File: config.mk
export PLATFORM = sky130hd
export DESIGN_NAME = mest_pro_mem_arbiter
export DESIGN_NICKNAME = d
export VERILOG_FILES = /design/src/rtl/mest_pro_pkg.sv /design/src/rtl/mest_pro_resp_pipe.sv /design/src/rtl/mest_pro_mem_arbiter.sv
export SDC_FILE = /design/constraint.sdc
export NUM_CORES = 1
export LEC_CHECK = 0
export CAP_MARGIN = 20
export CORE_MARGIN = 1.5
export CORE_UTILIZATION = 42
export CTS_BUF_LIST = sky130_fd_sc_hd__clkbuf_4
export CTS_CLUSTER_SIZE = 10
export DETAILED_ROUTE_END_ITERATION = 12
export GPL_TIMING_DRIVEN = 0
export PLACE_DENSITY = 0.81
export SLEW_MARGIN = 20
export SYNTH_ARGS = -nofsm -noshare
export SYNTH_HDL_FRONTEND = slang
export SYNTH_SLANG_ARGS = --single-unit
export TNS_END_PERCENT = 30
File: constraint.sdc
create_clock -name clk -period 1.5 [get_ports clk]
set_input_delay 0.3 -clock clk [delete_from_list [all_inputs] [get_ports clk]]
set_output_delay 0.3 -clock clk [all_outputs]
set_load 0.02 [all_outputs]
File: src/rtl/mest_pro_pkg.sv
// Shared types and default widths for the MEST Pro program-memory subsystem.
//   owner_e   : which requester owns a memory transaction
//   mem_tag_t : response-routing tag carried alongside each read command
package mest_pro_pkg;

  localparam int unsigned OP_CODE_SIZE = 4;
  localparam int unsigned ROM_DEPTH    = 65536;
  localparam int unsigned ADDR_W_DEF   = $clog2(ROM_DEPTH);
  localparam int unsigned DATA_W_DEF   = OP_CODE_SIZE + 24;

  typedef enum logic {
    OWN_CORE = 1'b0,
    OWN_HOST = 1'b1
  } owner_e;

  typedef struct packed {
    logic   valid;
    owner_e owner;
  } mem_tag_t;

endpackage

File: src/rtl/mest_pro_resp_pipe.sv
// Response path: delays read tags by MEM_LATENCY cycles so that each tag lines
// up with its i_mem_rdata, then registers data/error into the owner's outputs.
//   i_tag                  : tag issued in the memory command cycle
//   i_mem_rdata/i_mem_error: memory response, MEM_LATENCY cycles after command
//   o_core_* / o_host_*    : registered read data, strobe and error per owner
//   o_err_count            : saturating count of errored reads (both owners)
module mest_pro_resp_pipe
  import mest_pro_pkg::*;
#(
  parameter int unsigned DATA_W      = DATA_W_DEF,
  parameter int unsigned MEM_LATENCY = 1
) (
  input  logic              clk,
  input  logic              i_reset_n,
  input  mem_tag_t          i_tag,
  input  logic [DATA_W-1:0] i_mem_rdata,
  input  logic              i_mem_error,
  output logic [DATA_W-1:0] o_core_rdata,
  output logic              o_core_rvalid,
  output logic              o_core_err,
  output logic [DATA_W-1:0] o_host_rdata,
  output logic              o_host_rvalid,
  output logic              o_host_err,
  output logic [7:0]        o_err_count
);

  mem_tag_t [MEM_LATENCY-1:0] r_stage;
  mem_tag_t                   w_out;
  logic                       w_core_hit;
  logic                       w_host_hit;

  // Tag shift register; stage MEM_LATENCY-1 is aligned with i_mem_rdata.
  if (MEM_LATENCY > 1) begin : g_deep
    always_ff @(posedge clk or negedge i_reset_n) begin
      if (!i_reset_n) r_stage <= '0;
      else            r_stage <= {r_stage[MEM_LATENCY-2:0], i_tag};
    end
  end else begin : g_one
    always_ff @(posedge clk or negedge i_reset_n) begin
      if (!i_reset_n) r_stage <= '0;
      else            r_stage <= i_tag;
    end
  end

  assign w_out      = r_stage[MEM_LATENCY-1];
  assign w_core_hit = w_out.valid && (w_out.owner == OWN_CORE);
  assign w_host_hit = w_out.valid && (w_out.owner == OWN_HOST);

  // Demux the emerging response; rdata holds between strobes, err only with rvalid.
  always_ff @(posedge clk or negedge i_reset_n) begin
    if (!i_reset_n) begin
      o_core_rdata  <= '0;
      o_core_rvalid <= 1'b0;
      o_core_err    <= 1'b0;
      o_host_rdata  <= '0;
      o_host_rvalid <= 1'b0;
      o_host_err    <= 1'b0;
      o_err_count   <= '0;
    end else begin
      o_core_rvalid <= w_core_hit;
      o_core_err    <= w_core_hit & i_mem_error;
      o_host_rvalid <= w_host_hit;
      o_host_err    <= w_host_hit & i_mem_error;
      if (w_core_hit) o_core_rdata <= i_mem_rdata;
      if (w_host_hit) o_host_rdata <= i_mem_rdata;
      if (w_out.valid && i_mem_error && (o_err_count != 8'hFF))
        o_err_count <= o_err_count + 8'd1;
    end
  end

endmodule

File: src/rtl/mest_pro_mem_arbiter.sv
// Arbitrates one single-port program memory between the core fetch unit
// (read-only) and the host/loader port (read/write).
//   i_core_* / o_core_gnt : core request, combinational grant
//   i_host_* / o_host_gnt : host request (we/lock/addr/wdata), combinational grant
//   o_mem_*               : registered memory command, one cycle after grant
//   i_mem_rdata/error     : memory response, MEM_LATENCY cycles after command
//   o_core_r*/o_host_r*   : routed, registered read responses
//   o_err_count           : saturating count of errored reads
module mest_pro_mem_arbiter
  import mest_pro_pkg::*;
#(
  parameter int unsigned ADDR_W      = ADDR_W_DEF,
  parameter int unsigned DATA_W      = DATA_W_DEF,
  parameter int unsigned MEM_LATENCY = 1,
  parameter int unsigned LOCK_MAX    = 16
) (
  input  logic              clk,
  input  logic              i_reset_n,
  input  logic              i_core_req,
  input  logic [ADDR_W-1:0] i_core_addr,
  output logic              o_core_gnt,
  output logic [DATA_W-1:0] o_core_rdata,
  output logic              o_core_rvalid,
  output logic              o_core_err,
  input  logic              i_host_req,
  input  logic              i_host_we,
  input  logic              i_host_lock,
  input  logic [ADDR_W-1:0] i_host_addr,
  input  logic [DATA_W-1:0] i_host_wdata,
  output logic              o_host_gnt,
  output logic [DATA_W-1:0] o_host_rdata,
  output logic              o_host_rvalid,
  output logic              o_host_err,
  output logic              o_mem_cs,
  output logic              o_mem_we,
  output logic [ADDR_W-1:0] o_mem_addr,
  output logic [DATA_W-1:0] o_mem_wdata,
  input  logic [DATA_W-1:0] i_mem_rdata,
  input  logic              i_mem_error,
  output logic [7:0]        o_err_count
);

  localparam int unsigned LOCK_W = $clog2(LOCK_MAX + 1);

  owner_e            r_rr_ptr;
  logic              r_last_host;
  logic [LOCK_W-1:0] r_lock_cnt;
  mem_tag_t          r_cmd_tag;
  logic              w_core_gnt;
  logic              w_host_gnt;
  logic              w_lock_win;

  // Grant selection: single requester wins; on contention the lock or the rr pointer decides.
  always_comb begin
    w_core_gnt = 1'b0;
    w_host_gnt = 1'b0;
    w_lock_win = i_host_lock & i_host_req & r_last_host &
                 (r_lock_cnt < LOCK_W'(LOCK_MAX));
    if (i_core_req && i_host_req) begin
      if (w_lock_win || (r_rr_ptr == OWN_HOST)) w_host_gnt = 1'b1;
      else                                      w_core_gnt = 1'b1;
    end else begin
      w_core_gnt = i_core_req;
      w_host_gnt = i_host_req;
    end
  end

  assign o_core_gnt = w_core_gnt;
  assign o_host_gnt = w_host_gnt;

  // Round-robin pointer and lock counter. The first locked grant counts, so a
  // burst gets LOCK_MAX consecutive slots before the core is let in.
  always_ff @(posedge clk or negedge i_reset_n) begin
    if (!i_reset_n) begin
      r_rr_ptr    <= OWN_CORE;
      r_last_host <= 1'b0;
      r_lock_cnt  <= '0;
    end else begin
      if (w_core_gnt)      r_rr_ptr <= OWN_HOST;
      else if (w_host_gnt) r_rr_ptr <= OWN_CORE;
      r_last_host <= w_host_gnt;
      if (w_host_gnt && i_host_lock) begin
        if (r_lock_cnt != LOCK_W'(LOCK_MAX)) r_lock_cnt <= r_lock_cnt + LOCK_W'(1);
      end else begin
        r_lock_cnt <= '0;
      end
    end
  end

  // Registered memory command plus the read tag issued in the same cycle.
  always_ff @(posedge clk or negedge i_reset_n) begin
    if (!i_reset_n) begin
      o_mem_cs    <= 1'b0;
      o_mem_we    <= 1'b0;
      o_mem_addr  <= '0;
      o_mem_wdata <= '0;
      r_cmd_tag   <= '{valid: 1'b0, owner: OWN_CORE};
    end else begin
      o_mem_cs    <= w_core_gnt | w_host_gnt;
      o_mem_we    <= w_host_gnt & i_host_we;
      o_mem_addr  <= w_host_gnt ? i_host_addr : (w_core_gnt ? i_core_addr : '0);
      o_mem_wdata <= (w_host_gnt && i_host_we) ? i_host_wdata : '0;
      r_cmd_tag   <= '{valid: w_core_gnt | (w_host_gnt & ~i_host_we),
                       owner: (w_host_gnt ? OWN_HOST : OWN_CORE)};
    end
  end

  mest_pro_resp_pipe #(
    .DATA_W      (DATA_W),
    .MEM_LATENCY (MEM_LATENCY)
  ) u_resp_pipe (
    .clk           (clk),
    .i_reset_n     (i_reset_n),
    .i_tag         (r_cmd_tag),
    .i_mem_rdata   (i_mem_rdata),
    .i_mem_error   (i_mem_error),
    .o_core_rdata  (o_core_rdata),
    .o_core_rvalid (o_core_rvalid),
    .o_core_err    (o_core_err),
    .o_host_rdata  (o_host_rdata),
    .o_host_rvalid (o_host_rvalid),
    .o_host_err    (o_host_err),
    .o_err_count   (o_err_count)
  );

endmodule

**After elaboration in Yosys (flattened, before gate mapping)**

Cells that the tools add are included.

- Logic and storage cells: 56
- Output and inout bits: 116
- Input bits: 95
- Bits in registers: 125

- Equality and inequality tests: 3
- $lt $le $gt $ge: 1
- Reduce and logical (&&, ||, !) cells: 9
- Bitwise gates (word level): 11
- $add $sub $neg: 2
- Multiplexer cells: 12

Operators with widths:

| operator | count |
|---|---|
| 16-bit two-way mux | 2 |
| 28-bit two-way mux | 1 |
| 5-bit two-way mux | 2 |
| 8-bit by 1-bit adder with 8-bit output (second input constant) | 1 |
| 8-bit inequality test (second input constant) | 1 |
| 1-bit AND | 7 |
| 1-bit logical AND | 7 |
| 1-bit two-way mux | 7 |
| 5-bit by 1-bit adder with 5-bit output (second input constant) | 1 |
| 5-bit less-than comparator (second input constant) | 1 |
| 5-bit inequality test (second input constant) | 1 |
| 2-bit by 1-bit inequality test with 1-bit output (second input constant) | 1 |
| 1-bit inverter | 2 |
| 1-bit bitwise OR | 2 |
| 2-bit nonzero test | 1 |
| 1-bit logical OR | 1 |

**Depth between registers and ports, before layout**

Gate-level depths: netlist (run 1).

- Depth after elaboration: 8
- Depth in mapped cells: 6
- Mapped depth without buffers: 5

**By module**

From an unflattened synthesis (run 1), not the netlist that was laid out.

- Cell total of the unflattened synthesis: 299
- Area, all modules: 4,675.7 µm²

Modules (own cells, without submodules):

| module | instances | seq. area each (µm²) | cells each | area each (µm²) |
|---|---|---|---|---|
| mest_pro_resp_pipe | 1 | 1,751.7 | 163 | 2,706.3 |
| mest_pro_mem_arbiter | 1 | 1,351.3 | 136 | 1,969.4 |

**Worst setup path after synthesis (run 1)**

OpenSTA, ideal clock, no wires.

- Path kind: flip-flop to flip-flop
- Start point: register u_resp_pipe.o_err_count[1]
- End point: register u_resp_pipe.o_err_count[1]
- Data required time: 1.375 ns
- Setup time: 0.125 ns
- Data arrival time: 1.420 ns
- Cell stages (with the launch flop): 6
- Slack: -0.044 ns
- Cell sequence: dfrtp_1 ha_1 nand3_1 nand2b_1 nand3_1 mux2_2

- Longest elaborated chain between the ends: 2
- Elaborated cells on any way between the ends: 3
- Classes of those cells: add/sub: 1; eq/ne: 1; reduce/logical: 1

RTL lines:

| element | line | text |
|---|---|---|
| from (decl) | mest_pro_resp_pipe.sv:24 | `output logic [7:0] o_err_count` |
| from (signal assigned) | mest_pro_resp_pipe.sv:67 | `o_err_count <= o_err_count + 8'd1;` |
| branches (longest 2 deep; another with 8-bit by 1-bit adder with 8-bit output) | - |  |

Several ways; the timed one is not identified.
A chain may end at the register's enable or synchronous reset.

==> results.py, run 1 <==
metrics = {
    "setup_path": {
        "rr_startpoint": "r_cmd_tag[0]",
        "reg2regPathDepth": 5,
        "critPathLaunch": "r_cmd_tag[0]",
        "worst-path-max-fanout": 2,
        "crit_path_start_kind": "register",
        "worstSetupEndpoint": "o_host_gnt",
        "crit_required_ps": 1200,
        "r2r_end": "o_mem_addr[14]",
        "r2r_slack_ps": -100,
        "cp-end-kind": "output pin",
        "path_class": "register to output pin",
        "crit_arrival_ps": 1640,
    },
    "global_routing": {
        "first_global_vias": 3705,
        "grt_max_degree": 69,
        "antenna_found_initial": 0,
        "track_usage_pct": 21.2,
        "grt_pass1_wl_um": 18500,
        "grt-ovfl-total": 0,
    },
    "placement": {
        "dp_hpwl_um": 8310,
        "dp_cells": 648,
        "place_congestion": 0.808,
        "io_buffers": 209,
    },
    "clock_tree": {
        "cts_max_level": 4,
        "cts_tree": "built",
        "cts_buffer_depth": 2,
        "cts-buffers-inserted": 17,
        "clock_latency_ps": 480,
        "clock_sinks": 124,
        "cts-root-buf": "clkbuf_4",
        "clk_pin_slew_worst_paths_ps": 110,
    },
    "layout": {
        "register_area_um2": 3110,
        "final_cell_mix": "dfrtp_1 (121), clkdlybuf4s50_1 (92), mux2_2 (58)",
        "multiInputGateArea_um2": 1400,
        "fin_cells": 693,
        "n_fill_cell": 772,
        "drive_gt1_share_pct": 45.4,
        "area_growth_syn_to_layout_pct": 56.4,
        "diodes": 0,
        "fin_nets": 642,
        "final_util_pct": 68.2,
        "layout_commonest_cell": "dfrtp_1",
    },
    "floorplanning": {
        "fp.dieH_um": 107,
        "rows": 37,
        "start_util_pct": 43.6,
        "io_pins": 211,
        "core_area_um2": 10400,
        "die_w_um": 107,
        "die-area_um2": 11400,
    },
    "timing": {
        "rsz0062_at_grt": "true",
        "hold_viol": 0,
        "finClkSkew_ps": 19.7,
        "setup_viol": 33,
        "setup_tns_ps": -2430,
        "timing_max_transition_violations_final": 0,
        "relSlewSlack_pct": 64.8,
        "whs_ps": 204,
        "finalCriticalPeriod_ps": 1940,
        "fin_crit_sh_pct": 129,
        "fmax_mhz": 515,
        "worst_pin_slew_ps": 528,
        "worst_slack_ps": -441,
    },
    "route": {
        "vias_per_cell": 4.93,
        "drt.antenna.violating_nets": 0,
        "dr.pass1.iters": 6,
        "routedWlPerCell_um": 16.7,
        "wl_um": 11500,
        "drtIter0Drc": 101,
        "num_vias": 3415,
        "remaining_drc_errors": 0,
    },
    "synthesis": {
        "synth_cells": 302,
        "syn_avg_cell_area_um2": 15.0,
        "netlist.area_leader.share_pct": 68.3,
        "syn-num-nets": 400,
        "synth-seq-cells": 124,
        "synth_area_leaders": "dfrtp_1 (68%), mux2_2 (14%), and3_1 (4.1%)",
        "syn_area_um2": 4540,
        "yosysTopAreaCell": "dfrtp_1",
        "ys_warn_count": 0,
        "synthDistinctLibCells": 31,
        "yosysSeqAreaShare_pct": 68.3,
    },
    "status": {
        "status": "complete, but fails checks",
        "violations": "setup timing",
    },
    "worst_hold_path": {
        "hp-class": "input pin to register",
    },
    "flow_run": {
        "cap_viol_max_count": 0,
    },
    "pwr": {
        "p_leak_uw": 0.00333,
        "p_total_uw": 9150,
        "pwr_density_cell_nw_per_um2": 1290,
        "peakVddDrop_v": 0.000592,
    },
}
## routing by layer
layer / share of wire, % / GRT usage [%] / vias to the layer above
li1: - / - / 1556
met1: 39 / 24.1 / 1713
met2: 51 / 36.5 / 138
met3: 8.9 / 8.27 / 8
met4: 1.2 / 7.05 / 0
met5: 0 / 0 / -
## report_power, final
| part | internal (uW) | switching [uW] | total [uW] |
|---|---|---|---|
| Combinational | 1260 | 1380 | 2640 |
| Clock | 1200 | 1180 | 2390 |
| Sequential | 3860 | 258 | 4120 |
## synthesized netlist by cell type (all sizes together)
cell type and number:
and3b 1, a21oi 2, nand4 2, and4bb 1, nand2b 3, mux2i 1
xor2 2, mux2 59, or2 1, dfrtp 124, o31a 1, nand3 8
o21a 2, nand2 4, buf 10, a31oi 2, xnor2 4, a21o 1
and3 30, a22o 16, ha 3, and4 2, o21ai 1, nor2 7
clkbuf 6, and2 2, inv 6, nor3 1
## cell type report
cell class                      instances  share of cell area [%]
Sequential cell                       124                    43.7
Timing Repair Buffer                  226                    28.0
Multi-Input combinational cell        156                    19.7
Tap cell                              136                    2.40
Clock buffer                           20                    2.11
Clock inverter                         12                    2.08
Buffer                                 13                    1.62
Inverter                                6                   0.317
## what timing repair did
action | 4_1_cts | 5_1_grt
endpoints found under the setup margin | 162 | 120
hold buffers | 1 | 0
pin swaps | 5 | 2
gates resized for setup | 388 | 57
setup buffers | 12 | 3
endpoints found under the hold margin | 56 | 0
## worst min path at each step
| stage | cells past startpoint | to | start |
|---|---|---|---|
| after floorplan | 0 | o_mem_addr[0] | i_reset_n |
| after global placement | 0 | u_resp_pipe.r_stage[1] | r_cmd_tag[1] |
| after detailed placement | 1 | u_resp_pipe.o_host_rdata[10] | i_reset_n |
| after global routing | 2 | o_mem_wdata[21] | i_host_we |
| after CTS | 2 | o_mem_wdata[21] | i_host_we |
| final | 2 | o_mem_we | i_host_we |
## logic make-up (layout without fill, tap and decap cells)
group           after synthesis  count (layout)  share of synthesized area (%)
compound gates               25              25                           4.38
xor+xnor                      6               6                           1.16
fa+ha+maj                     3               3                          0.827
buf+inv                      22             277                           2.48
flops                       124             124                           68.3
mux                          60              60                           14.8
simple gates                 62              62                           7.99
## state kept, by name, summed over array words and instances (netlist names)
| name | count |
|---|---|
| u_resp_pipe.o_host_err | 1 |
| u_resp_pipe.o_err_count | 8 |
| u_resp_pipe.r_stage | 2 |
| u_resp_pipe.o_host_rdata | 28 |
| o_mem_wdata | 28 |
| u_resp_pipe.o_core_err | 1 |
| o_mem_we | 1 |
| u_resp_pipe.o_core_rvalid | 1 |
| r_cmd_tag | 2 |
| r_rr_ptr | 1 |
| u_resp_pipe.o_core_rdata | 28 |
| o_mem_cs | 1 |
| r_lock_cnt | 5 |
| o_mem_addr | 16 |
| u_resp_pipe.o_host_rvalid | 1 |
## worst max-delay path, stage by stage, from the launching register on
cell and delay, ps:
dfrtp_1 400, and3b_2 220, o31a_1 270, clkbuf_8 150, buf_6 120
## stage by stage
| stage | setup WS (ps) | area (um^2) |
|---|---|---|
| 2_1_floorplan | 29.2 | 4540 |
| 3_3_place_gp | -4880 | 6810 |
| 3_5_place_dp | -991 | 6840 |
| 4_1_cts | -525 | 7390 |
| 5_1_grt | -534 | 7100 |
| 6_report | -441 | 7100 |
Note: power is estimated with default switching activity, not from simulation.
==> run 2, diff against run 1 <==
==> constraint.sdc (replaced) <==
create_clock -name clk -period 1.5 [get_ports clk]
set_input_delay 0.225 -clock clk [delete_from_list [all_inputs] [get_ports clk]]
set_output_delay 0.225 -clock clk [all_outputs]
set_load 0.02 [all_outputs]
==> run 2 against run 1 <==
  * The run still ends with setup timing left
  * Worst setup slack improved by 71 ps
  * Power about the same
  * Worst hold slack got worse by 79 ps
  * Sequential cell count unchanged
  * First-iteration DRC count shrank 5.9%
  * Critical endpoint unchanged
  * Largest cell class unchanged
==> results.py, run 2 (synthesized netlist as in run 1, its figures left out) <==
metrics = {
    "setup_path": {
        "crit_required_ps": 1270,
        "slowest_stage": "dfrtp_1",
        "crit_path_start_kind": "register",
        "path_class": "register to output pin",
        "cp-end-kind": "output pin",
        "cp.buffers_inverters": 2,
        "worst-path-max-fanout": 2,
        "crit_arrival_ps": 1650,
        "critical_path.cell_chain": "and3b_2 > o31a_1 > clkbuf_8 > buf_6",
        "max_stage_delay_ps": 400,
        "critPathTopFamily": "flip-flops",
    },
    "pwr": {
        "p_int_uw": 6350,
        "swShare_pct": 30.7,
        "power_frac_seq_pct": 45.5,
        "power_frac_comb_pct": 28.5,
        "peakVddDrop_v": 0.000613,
        "p_leak_uw": 0.00348,
        "pwr_density_cell_nw_per_um2": 1270,
        "switching_power_uw": 2810,
        "p_clk_share_pct": 26.1,
    },
    "timing": {
        "worst_pin_slew_ps": 526,
        "hold_viol": 0,
        "fin_crit_sh_pct": 125,
        "setup_tns_ps": -2260,
        "finalCriticalPeriod_ps": 1870,
        "rsz0062_at_grt": "true",
        "worst_slack_ps": -370,
        "setup_viol": 33,
        "relSlewSlack_pct": 64.9,
        "whs_ps": 125,
        "finClkSkew_ps": 21.3,
        "fmax_mhz": 535,
        "timing_max_transition_violations_final": 0,
    },
    "route": {
        "drt.antenna.violating_nets": 0,
        "dr.pass1.iters": 4,
        "remaining_drc_errors": 0,
        "routedWlPerCell_um": 16.5,
        "wl_um": 11400,
        "num_vias": 3401,
        "drtIter0Drc": 95,
        "vias_per_cell": 4.94,
    },
    "global_routing": {
        "first_global_vias": 3683,
        "antenna_found_initial": 0,
        "track_usage_pct": 20.9,
        "grt_pass1_wl_um": 18300,
        "grt_max_degree": 69,
        "grt-ovfl-total": 0,
    },
    "layout": {
        "area_growth_syn_to_layout_pct": 58.7,
        "layout_commonest_cell": "dfrtp_1",
        "diodes": 0,
        "stdcell_area_um2": 7210,
        "largestRegisters": "o_mem_wdata: 28 flops, u_resp_pipe.o_core_rdata: 28 flops, u_resp_pipe.o_host_rdata: 28 flops",
        "final_cell_mix": "dfrtp_1 (121), clkdlybuf4s50_1 (92), dlygate4sd2_1 (81)",
        "drive_gt1_share_pct": 25.7,
        "fin_nets": 637,
        "fin_cells": 688,
    },
    "floorplanning": {
        "die_w_um": 107,
        "start_util_pct": 43.6,
        "io_pins": 211,
        "rows": 37,
        "core_area_um2": 10400,
        "fp.dieH_um": 107,
        "die-area_um2": 11400,
    },
    "clock_tree": {
        "cts-root-buf": "clkbuf_4",
        "clock_sinks": 124,
        "clk_pin_slew_worst_paths_ps": 110,
        "cts_tree": "built",
        "clock_latency_ps": 480,
        "cts-buffers-inserted": 17,
        "cts_max_level": 4,
        "cts_buffer_depth": 2,
    },
    "placement": {
        "io_buffers": 209,
        "place_area_um2": 6840,
        "dp_cells": 648,
        "place_congestion": 0.808,
        "dp_hpwl_um": 8310,
    },
    "flow_run": {
        "cap_viol_max_count": 0,
    },
    "worst_hold_path": {
        "hp-class": "input pin to register",
    },
    "status": {
        "status": "complete, but fails checks",
        "violations": "setup timing",
    },
}
==> run 2: cell types whose count changed in the layout (fill, tap and decap cells not counted) <==
cell | before | now
ha_4 | 0 | 1
clkbuf_2 | 11 | 0
buf_2 | 55 | 7
clkdlybuf4s15_1 | 0 | 25
nand3_2 | 1 | 0
buf_4 | 17 | 12
clkdlybuf4s15_2 | 50 | 3
nand3_1 | 7 | 8
dlygate4sd2_1 | 0 | 81
ha_1 | 3 | 2
==> run 2: worst paths after layout <==
path	start	slack, ps	cells past startpoint	end
min in group asynchronous	i_reset_n	270	2	u_resp_pipe.o_host_rdata[10]
worst min register to register	r_cmd_tag[1]	390	0	u_resp_pipe.r_stage[1]
worst max-delay path	r_cmd_tag[0]	-370	4	o_host_gnt
worst max register to register	r_cmd_tag[0]	-100	5	o_mem_addr[14]
max in group asynchronous	i_reset_n	520	3	r_lock_cnt[3]
worst min-delay path	i_host_we	130	2	o_mem_we
==> run 2: area by class of cell <==
cell class	count	area [um^2]
well taps	136	170
clock inverters	12	148
clock buffers	20	150
multi-input cells	156	1410
fillers	782	3210
plain buffers	13	115
inverters	6	22.5
flip-flops and latches	124	3110
repair buffers	221	2090
==> run 2: stage by stage <==
step | worst slack [ps] | total power [uW] | util (%)
after floorplan | 29.2 | 5500 | -
after global placement | -4810 | 6990 | 65.3
after detailed placement | -841 | 7070 | 65.6
after CTS | -450 | 9230 | 69.0
after global routing | -459 | 9620 | 69.2
final | -370 | 9150 | 69.2
==> run 2: layer usage <==
layer | vias up | share of wire, % | global-route usage (%)
li1 | 1546 | - | -
met1 | 1699 | 39 | 23.9
met2 | 146 | 51 | 35.8
met3 | 10 | 8.7 | 8.27
met4 | 0 | 1.2 | 6.86
met5 | - | 0 | 0
==> run 2: power groups by stage <==
stage | clock [uW] | sequential, uW | combinational [uW]
after global placement | 0 | 4220 | 2770
after global routing | 2610 | 4230 | 2790
after CTS | 2480 | 4140 | 2610
after floorplan | 0 | 4840 | 653
after detailed placement | 0 | 4240 | 2830
final | 2390 | 4160 | 2600
==> run 2: timing repair <==
action | CTS | global route
endpoints found under the hold margin | 56 | 0
hold buffers | 1 | 0
pin swaps | 5 | 2
buffers inserted | 7 | 3
setup endpoints to repair | 162 | 100
gates resized for setup | 174 | 37
==> run 3, diff against run 2 <==
--- a/config.mk
+++ b/config.mk
@@ -7,12 +7,12 @@
 export LEC_CHECK = 0
 export CAP_MARGIN = 20
 export CORE_MARGIN = 1.5
-export CORE_UTILIZATION = 42
+export CORE_UTILIZATION = 41
 export CTS_BUF_LIST = sky130_fd_sc_hd__clkbuf_4
 export CTS_CLUSTER_SIZE = 10
 export DETAILED_ROUTE_END_ITERATION = 12
 export GPL_TIMING_DRIVEN = 0
-export PLACE_DENSITY = 0.81
+export PLACE_DENSITY = 0.8
 export SLEW_MARGIN = 20
 export SYNTH_ARGS = -nofsm -noshare
 export SYNTH_HDL_FRONTEND = slang
==> run 3 against run 2 <==
  * The flow still finishes with violations (setup timing)
  * Maximum frequency down 1.4%
  * Count of clock-buffer cells in the layout decreased by 3
  * Clock power shrank 6%
  * Final cell count grew 1.9%
  * Wire length grew 1.7%
  * Core utilization down 4.0 points
  * Largest cell class unchanged
  * Die area up 2.4%
==> results.py, run 3 (synthesized netlist as in run 1, its figures left out) <==
metrics = {
    "layout": {
        "fin_nets": 646,
        "multiInputGateArea_um2": 1400,
        "register_area_um2": 3110,
        "largestRegisters": "o_mem_wdata: 28 flops, u_resp_pipe.o_core_rdata: 28 flops, u_resp_pipe.o_host_rdata: 28 flops",
        "area_growth_syn_to_layout_pct": 55.6,
        "final_cell_mix": "dfrtp_1 (118), clkdlybuf4s50_1 (92), clkbuf_2 (62)",
        "n_fill_cell": 845,
        "diodes": 0,
        "stdcell_area_um2": 7070,
        "layout_commonest_cell": "dfrtp_1",
        "fin_cells": 701,
        "drive_gt1_share_pct": 39.0,
    },
    "floorplanning": {
        "rows": 38,
        "fp.dieH_um": 108,
        "core_area_um2": 10800,
        "io_pins": 211,
        "die-area_um2": 11700,
        "start_util_pct": 41.9,
        "die_w_um": 108,
    },
    "timing": {
        "relSlewSlack_pct": 63.0,
        "setup_viol": 32,
        "worst_slack_ps": -397,
        "fmax_mhz": 527,
        "timing_max_transition_violations_final": 0,
        "hold_viol": 0,
        "whs_ps": 92.0,
        "fin_crit_sh_pct": 126,
        "setup_tns_ps": -1590,
        "worst_pin_slew_ps": 555,
        "finalCriticalPeriod_ps": 1900,
        "rsz0062_at_grt": "true",
        "finClkSkew_ps": 15.2,
    },
    "placement": {
        "place_congestion": 0.792,
        "place_area_um2": 6840,
        "io_buffers": 209,
        "dp_hpwl_um": 8370,
        "dp_cells": 652,
    },
    "clock_tree": {
        "cts_max_level": 4,
        "clock_latency_ps": 520,
        "cts-root-buf": "clkbuf_4",
        "cts-buffers-inserted": 17,
        "clock_sinks": 124,
        "clk_pin_slew_worst_paths_ps": 120,
        "cts_buffer_depth": 2,
        "cts_tree": "built",
    },
    "setup_path": {
        "crit_arrival_ps": 1670,
        "worst-path-max-fanout": 2,
        "cp-end-kind": "output pin",
        "crit_required_ps": 1270,
        "crit_path_start_kind": "register",
        "path_class": "register to output pin",
    },
    "route": {
        "remaining_drc_errors": 0,
        "vias_per_cell": 4.87,
        "drtIter0Drc": 67,
        "routedWlPerCell_um": 16.5,
        "drt.antenna.violating_nets": 0,
        "num_vias": 3417,
        "wl_um": 11500,
        "dr.pass1.iters": 4,
    },
    "pwr": {
        "p_leak_uw": 0.00336,
        "pwr_density_cell_nw_per_um2": 1280,
        "p_total_uw": 9060,
        "peakVddDrop_v": 0.000564,
    },
    "global_routing": {
        "grt-ovfl-total": 0,
        "grt_pass1_wl_um": 17900,
        "track_usage_pct": 20.6,
        "grt_max_degree": 66,
        "antenna_found_initial": 0,
        "first_global_vias": 3724,
    },
    "flow_run": {
        "cap_viol_max_count": 0,
    },
    "status": {
        "status": "complete, but fails checks",
        "violations": "setup timing",
    },
    "worst_hold_path": {
        "hp-class": "input pin to register",
    },
}
[run 3: cell types whose count changed in the layout (fill, tap and decap cells not counted), moves of 3 or more]
cell             delta
and3_4              -4
buf_4               +6
dfrtp_2             +3
and3_1              +4
clkinvlp_4          +3
buf_6               +4
clkbuf_4            -3
clkdlybuf4s15_2     +5
dfrtp_1             -3
clkbuf_2           +62
dlygate4sd2_1      -76
clkdlybuf4s15_1     +9
[run 3: area by class of cell]
type,instances,area share [%]
sequential,124,44.0
timing repair buffer,229,27.6
multi-input combinational,156,19.8
tap,140,2.48
clock inverter,15,2.14
buffer,14,1.84
clock buffer,17,1.81
inverter,6,0.319
[run 3: final timing paths]
path	from	depth (start not counted)	endpoint	slack [ps]
setup / recovery	r_cmd_tag[0]	4	o_host_gnt	-400
hold / removal	i_host_we	2	o_mem_wdata[21]	90
setup reg to reg	r_cmd_tag[0]	5	o_mem_addr[5]	-60
hold reg to reg	r_cmd_tag[1]	0	u_resp_pipe.r_stage[1]	370
max in group asynchronous	i_reset_n	3	u_resp_pipe.o_host_rdata[26]	570
min in group asynchronous	i_reset_n	2	u_resp_pipe.o_err_count[4]	230
[run 3: where the power goes]
group	total [uW]	switching, uW	internal [uW]
clock network	2240	1260	979
registers	4180	311	3870
logic	2640	1380	1260
total	9060	2950	6100
[run 3: routing by layer]
metal  GRT usage, %  up-vias  wire, um
li1               -     1570         -
met1           21.6     1666      4370
met2           35.8      155      5880
met3           8.20       26       981
met4           10.5        0       312
met5              0        -         0
[run 3: through the flow]
| step | util, % | worst slack (ps) |
|---|---|---|
| 3_5_place_dp | 63.1 | -838 |
| 5_1_grt | 65.2 | -516 |
| 3_3_place_gp | 62.8 | -4770 |
| 2_1_floorplan | - | 29.2 |
| 4_1_cts | 67.3 | -483 |
| 6_report | 65.2 | -397 |
[run 3: critical path: stages (launching register included)]
cell,delay [ps]
dfrtp_1,400
and3b_2,220
o31a_1,270
clkbuf_8,150
buf_6,120
[run 3: repair_timing]
action,4_1_cts,5_1_grt
hold buffers,1,0
gates resized for setup,256,103
setup endpoints to repair,165,147
pin swaps,10,2
endpoints found under the hold margin,59,0
setup buffers,13,6
cloned,0,0
